--- config.mk ---
export PLATFORM = sky130hd
export DESIGN_NAME = fetch_queue_unit
export DESIGN_NICKNAME = d
export VERILOG_FILES = /design/src/rtl/fetch_queue_unit.sv
export SDC_FILE = /design/constraint.sdc
export NUM_CORES = 1
export LEC_CHECK = 0
export CAP_MARGIN = 20
export CORE_UTILIZATION = 48
export CTS_BUF_LIST = sky130_fd_sc_hd__clkbuf_16
export DETAILED_ROUTE_END_ITERATION = 10
export HOLD_SLACK_MARGIN = 0.05
export PLACE_DENSITY = 0.85
export SYNTH_ARGS = -nofsm -noshare
export SYNTH_HDL_FRONTEND = slang
export SYNTH_SLANG_ARGS = --single-unit
--- constraint.sdc ---
create_clock -name clock -period 3.05 [get_ports clock]
set_input_delay 0.4575 -clock clock [delete_from_list [all_inputs] [get_ports clock]]
set_output_delay 0.4575 -clock clock [all_outputs]
set_load 0.02 [all_outputs]
--- src/rtl/fetch_queue_unit.sv ---
// Instruction fetch unit: single-outstanding imem requests feeding a 2-entry {pc, instruction} queue.
// Optional FETCH_PERF_COUNTERS_EN adds push/drop event counters.
module fetch_queue_unit #(
  parameter logic [31:0] RESET_PC = 32'h0000_0000
) (
  input  logic        clock,
  input  logic        reset,
  input  logic        id_shouldStall,
  input  logic        id_shouldJumpOrBranch,
  input  logic [31:0] id_jumpOrBranchPc,
  output logic        imem_request,
  output logic [31:0] imem_address,
  input  logic        imem_ready,
  input  logic [31:0] imem_data,
  output logic        if_valid,
  output logic [31:0] if_instruction,
  output logic [31:0] if_pc,
  output logic [31:0] if_pc_4
`ifdef FETCH_PERF_COUNTERS_EN
  ,
  output logic [31:0] debug_fetchCount,
  output logic [31:0] debug_discardCount
`endif
);

  typedef enum logic [1:0] {FETCH, FULL, DISCARD} state_e;

  state_e      state_q, state_d;
  logic [1:0]  count_q, count_d;
  logic        outstanding_q, outstanding_d;
  logic [31:0] fetch_pc_q, fetch_pc_d;
  logic [31:0] req_pc_q, req_pc_d;
  logic [31:0] pc_q [2];
  logic [31:0] pc_d [2];
  logic [31:0] instr_q [2];
  logic [31:0] instr_d [2];
  logic        done, push, pop, drop, wr_hi;
  logic [31:0] redirect_pc;

  assign redirect_pc = id_jumpOrBranchPc & ~32'h3;

  // Outputs are forced to their reset values while reset is held, even before the first edge.
  always_comb begin
    imem_request   = !reset && (outstanding_q || (state_q != DISCARD && count_q < 2'd2));
    imem_address   = outstanding_q ? req_pc_q : fetch_pc_q;
    if_valid       = !reset && (count_q != 2'd0);
    if_instruction = if_valid ? instr_q[0] : '0;
    if_pc          = reset ? '0 : pc_q[0];
    if_pc_4        = if_pc + 32'd4;
  end

  always_comb begin
    state_d       = state_q;
    count_d       = count_q;
    fetch_pc_d    = fetch_pc_q;
    pc_d          = pc_q;
    instr_d       = instr_q;
    done          = imem_request && imem_ready;
    outstanding_d = imem_request && !imem_ready;
    req_pc_d      = imem_address;
    push          = 1'b0;
    pop           = 1'b0;
    drop          = 1'b0;
    wr_hi         = 1'b0;

    if (id_shouldJumpOrBranch) begin
      // A request still waiting on memory must be held and its data discarded later.
      count_d    = '0;
      fetch_pc_d = redirect_pc;
      drop       = done;
      state_d    = outstanding_d ? DISCARD : FETCH;
    end else if (state_q == DISCARD) begin
      drop = done;
      if (done) state_d = FETCH;
    end else begin
      pop   = if_valid && !id_shouldStall;
      push  = done;
      wr_hi = (count_q - {1'b0, pop}) != 2'd0;
      if (pop) begin
        pc_d[0]    = pc_q[1];
        instr_d[0] = instr_q[1];
      end
      if (push) begin
        if (wr_hi) begin
          pc_d[1]    = imem_address;
          instr_d[1] = imem_data;
        end else begin
          pc_d[0]    = imem_address;
          instr_d[0] = imem_data;
        end
        fetch_pc_d = fetch_pc_q + 32'd4;
      end
      count_d = count_q + {1'b0, push} - {1'b0, pop};
      state_d = (count_d == 2'd2 && !outstanding_d) ? FULL : FETCH;
    end
  end

  always_ff @(posedge clock) begin
    if (reset) begin
      state_q       <= FETCH;
      count_q       <= '0;
      outstanding_q <= 1'b0;
      fetch_pc_q    <= RESET_PC;
      req_pc_q      <= '0;
      for (int unsigned i = 0; i < 2; i++) begin
        pc_q[i]    <= '0;
        instr_q[i] <= '0;
      end
    end else begin
      state_q       <= state_d;
      count_q       <= count_d;
      outstanding_q <= outstanding_d;
      fetch_pc_q    <= fetch_pc_d;
      req_pc_q      <= req_pc_d;
      pc_q          <= pc_d;
      instr_q       <= instr_d;
    end
  end

`ifdef FETCH_PERF_COUNTERS_EN
  logic [31:0] fetch_cnt_q, discard_cnt_q;

  always_ff @(posedge clock) begin
    if (reset) begin
      fetch_cnt_q   <= '0;
      discard_cnt_q <= '0;
    end else begin
      fetch_cnt_q   <= fetch_cnt_q + {31'd0, push};
      discard_cnt_q <= discard_cnt_q + {31'd0, drop};
    end
  end

  assign debug_fetchCount   = fetch_cnt_q;
  assign debug_discardCount = discard_cnt_q;
`endif

endmodule

Word-level counts from Yosys, hierarchy flattened
Index checks and enable logic that the tools add are counted.
{"block": "classes", "add_sub_neg": 5, "magnitude_cmp": 1, "eq_ne": 5, "muxes": 19, "n_bitwise": 2, "reduce_logical": 20}
{"op": "two-way mux 32 bit", "count": 12}
{"op": "two-way mux 64 bit", "count": 2}
{"op": "adder 32 x 3 -> 32 bit, second input constant", "count": 2}
{"op": "two-way mux 2 bit", "count": 4}
{"op": "logical AND 1 bit", "count": 7}
{"op": "AND reduction 2 bit", "count": 3}
{"op": "nonzero test 2 bit", "count": 3}
{"op": "equality test 2 bit, second input constant", "count": 2}
{"op": "zero test 1 bit", "count": 4}
{"op": "inequality test 2 bit, second input constant", "count": 2}
{"op": "AND reduction 4 bit", "count": 1}
{"op": "subtractor 2 x 1 -> 2 bit", "count": 2}
{"op": "inequality test 3 bit, second input constant", "count": 1}
{"op": "adder 2 x 1 -> 2 bit", "count": 1}
{"op": "< comparator 2 bit, second input constant", "count": 1}
{"op": "NOT 1 bit", "count": 2}
{"op": "OR reduction 2 bit", "count": 1}
{"op": "logical OR 1 bit", "count": 1}
{"op": "two-way mux 1 bit", "count": 1}
{"block": "word_totals", "reg_bits": 197, "in_bits": 69, "elab_cells": 62}

Depth between registers and ports, before layout
{"block": "depth", "word_depth": 12, "mapped_depth": 13, "ltp_nobuf": 11}

Worst setup path after synthesis
OpenSTA, ideal clock, no wires.
{"block": "synth_timing", "path_kind": "input to output", "startpoint": "in reset", "endpoint": "out if_pc_4[16]", "t_arrival_ns": 3.226, "setup_slack_ns": -0.634, "cell_stages": 11, "cell_sequence": "clkbuf_1 > clkbuf_1 > buf_2 > buf_2 > buf_2 > nor2b_1 > ha_1 > and4_1 > nand4_1 > or4_1 > a21oi_1"}
{"block": "synth_via", "elab_chain_cells": 2}
{"element": "start, declared", "line": "7", "rtl": "input logic reset,"}
{"element": "two-way mux 32 bit", "line": "48", "rtl": "if_pc = reset ? '0 : pc_q[0];"}
{"element": "net if_pc[3]", "line": "17", "rtl": "output logic [31:0] if_pc,"}
{"element": "adder 32 x 3 -> 32 bit", "line": "49", "rtl": "if_pc_4 = if_pc + 32'd4;"}
{"element": "end, declared", "line": "18", "rtl": "output logic [31:0] if_pc_4"}
The timed path passes the listed nets, and every way through them passes these cells.

Final worst setup path
{"block": "layout_timing", "startpoint": "reg pc_q[39] (netlist bit)", "endpoint": "out if_pc_4[17]"}
{"block": "layout_via", "elab_chain_cells": 2}
{"element": "start, declared", "line": "33", "rtl": "logic [31:0] pc_q [2];"}
{"element": "start signal, assigned", "line": "115", "rtl": "pc_q <= pc_d;"}
{"element": "two-way mux 32 bit", "line": "48"}
{"element": "adder 32 x 3 -> 32 bit", "line": "49"}
No other way between the ends.

==> flow_summary.yaml <==
finish:
  layout-drive-gt1-share: 0.118
  fin_util: 0.629
  final_cell_count_no_fill: 1628
  areaGrowthSynthToFinish_pct: 28.4
  antenna_cells: 0
  regArea_sq_mm: 0.00391
  fill_cells: 1646
  nets: 1413
  multiInputGateArea_sq_mm: 0.00577
floorplanning:
  io_pins: 199
  start_util: 0.490
  rows: 53
  fp.dieW_microns: 149
  core_sq_mm: 0.0210
  die_h_microns: 149
  fp.dieArea_sq_mm: 0.0221
sta:
  fin_ws_ns: 0.104
  finalHoldViolCount: 0
  fmax_mhz: 339
  worstMarginPinSlew_ns: 0.690
  fin_worst_skew_ns: 0.00703
  slew_viol_final: 0
  period_share: 0.966
  fin_setup_tns_ns: 0
  fin_crit_ns: 2.95
  setup_viol: 0
  relSlewSlack: 0.536
global_route:
  grt_antenna_before_repair: 1
  track_usage: 0.256
  grt_overflow: 0
  grt_max_degree: 137
  grt_first_pass_wirelength_mm: 45.5
  grt_pass1_vias: 8708
cts:
  cts.sink_count: 195
  root_buffer: "clkbuf_16"
  clockBufferDepth: 2
  ctsHoldBuffers: 0
  cts_tree: "done"
  cts_buffers: 17
  h-tree-depth: 4
  cts_setup_buffers: 0
  clock_latency_ns: 0.43
  clk_pin_slew_ns: 0.07
place:
  io_buffers: 196
  post-place-ws_ns: 0.0426
  hpwl_mm: 19.7
  place_inst: 1596
  gp_congestion: 0.864
power_and_ir_drop:
  ir_worst_vdd_uv: 433
  p_per_area_mw_per_mm2: 451
  p_total_uw: 5960
  p_leak_uw: 0.00508
critical_path:
  required_ns: 2.59
  arrival_ns: 2.49
  end_kind: "output pin"
  cp_max_fo: 6
  r2r_cells: 11
  startpoint_type: "flip-flop"
  crit_type: "flip-flop to output pin"
route:
  wire_per_inst_microns: 17.9
  antenna_left: 0
  wirelength_mm: 29.1
  drc_errors: 0
  vias: 9818
  avgViaCountPerCell: 6.03
  drt_iter0_markers: 883
  dr.pass1.iters: 5
yosys:
  synth_nets: 1270
  ys_dominant_reg_cell: "dfxtp_1"
  synth_fa_ha_area_frac: 0.00486
  synth_enable_flop_cells: 0
  synth_top_family_by_area: "compound AO/OA/AOI/OAI gates"
  synthXorXnorAreaFrac: 0.0272
  synth_mux_area_frac: 0.103
  synth_area_leader_cell: "dfxtp_1"
  synth.distinct_cells: 57
  syn_area_sq_mm: 0.0103
  ys_seq_elements: 195
  synth_area_leaders: "dfxtp_1, a21oi_1, mux2i_1"
  yosysWarningCount: 0
  synth_top_area_frac: 0.379
  avgSynthCellArea_sq_um: 8.61
  seq_area_frac_synth: 0.379
  synthSimpleGateAreaFrac: 0.199
  async_flop_share: 0
  synth_cells: 1197
  synth_compound_gate_area_share: 0.217
run:
  maxCapViolations: 0
worst_hold_path:
  min_path_type: "flip-flop to flip-flop"
  hold_depth: 2
status:
  status: "completed"
[worst paths after layout]
path	start	end	slack, ns
hold / removal	instr_q[31]	instr_q[31]	0.47
setup / recovery	pc_q[39]	if_pc_4[17]	0.10
setup reg to reg	outstanding_q	state_q[0]	0.66
hold reg to reg	instr_q[31]	instr_q[31]	0.47
[metal layers]
layer	GRT usage	wire [microns]	vias up
met2	0.399	13600	412
li1	-	-	4672
met3	0.0426	1890	58
met4	0.106	894	2
met1	0.350	12700	4674
met5	0	12	-
[through the flow]
step / hold WS (ns) / area (sq um)
finish: 0.470 / 13200
global route: 0.487 / 13200
CTS: 0.472 / 13200
detailed placement: 0.464 / 12600
global placement: 0.457 / 12600
floorplan: 0.443 / 10400
[synth_stat cells, drive strengths merged, types with 5 or more instances]
library cell	instances
o31ai	14
a211oi	57
nor2	82
nand2	35
nor4	11
xnor2	11
or3	22
nand4	20
nor2b	32
a21oi	123
a221oi	13
and4	8
nor3	47
and2	29
or4	16
clkbuf	81
a311oi	46
o21ai	40
dfxtp	195
o21a	5
mux2	32
mux2i	59
nand3	55
buf	36
xor2	21
inv	58
nand2b	6
and4b	6
[cell families after synthesis]
| family | Yosys count |
|---|---|
| buf+inv | 175 |
| flops | 195 |
| mux | 91 |
| fa+ha+maj | 4 |
| simple gates | 381 |
| xor+xnor | 32 |
| compound gates | 319 |
[registers in the layout (all words and copies together) (netlist names)]
signal         count
fetch_pc_q        30
outstanding_q      1
instr_q           64
state_q            2
pc_q              64
req_pc_q          32
count_q            2
[where the power goes]
group	internal (uW)	switching [uW]	leakage (uW)
logic	460	573	0.00321
registers	2650	99.5	0.00159
clock network	1200	979	0.000278
total	4310	1650	0.00508
[worst max-delay path, stage by stage (launching register included)]
cell	delay, ns
dfxtp_1	0.48
and4_1	0.26
nand4_1	0.20
nor3_1	0.28
xor2_1	0.21
clkdlybuf4s50_1	0.63
[final cells by class]
class / count / share of cell area
flip-flops and latches: 195 / 0.295
repair buffers: 241 / 0.183
clock buffers: 17 / 0.0321
clock inverters: 15 / 0.0108
inverters: 58 / 0.0168
well taps: 275 / 0.0260
multi-input cells: 827 / 0.436
[placed cells by master, fill, tap and decap left out, drive strengths merged, types with 8 or more instances in the layout]
cell type        n
a211oi          57
a21oi          123
a221oi          13
a311oi          46
and2            29
and4             8
buf             46
clkbuf          20
clkdlybuf4s50  180
clkinv           8
dfxtp          195
dlymetal6s2s     9
inv             61
mux2            32
mux2i           59
nand2           35
nand3           55
nand4           20
nor2            82
nor2b           32
nor3            47
nor4            11
o21ai           40
o31ai           14
or3             22
or4             16
xnor2           11
xor2            21
[what timing repair did]
item | in CTS | in global routing
hold endpoints to repair | 0 | 0
setup endpoints to repair | 8 | 12
pin swaps | 0 | 0
resized for setup | 5 | 20
Power figures use the tool's default switching activity.
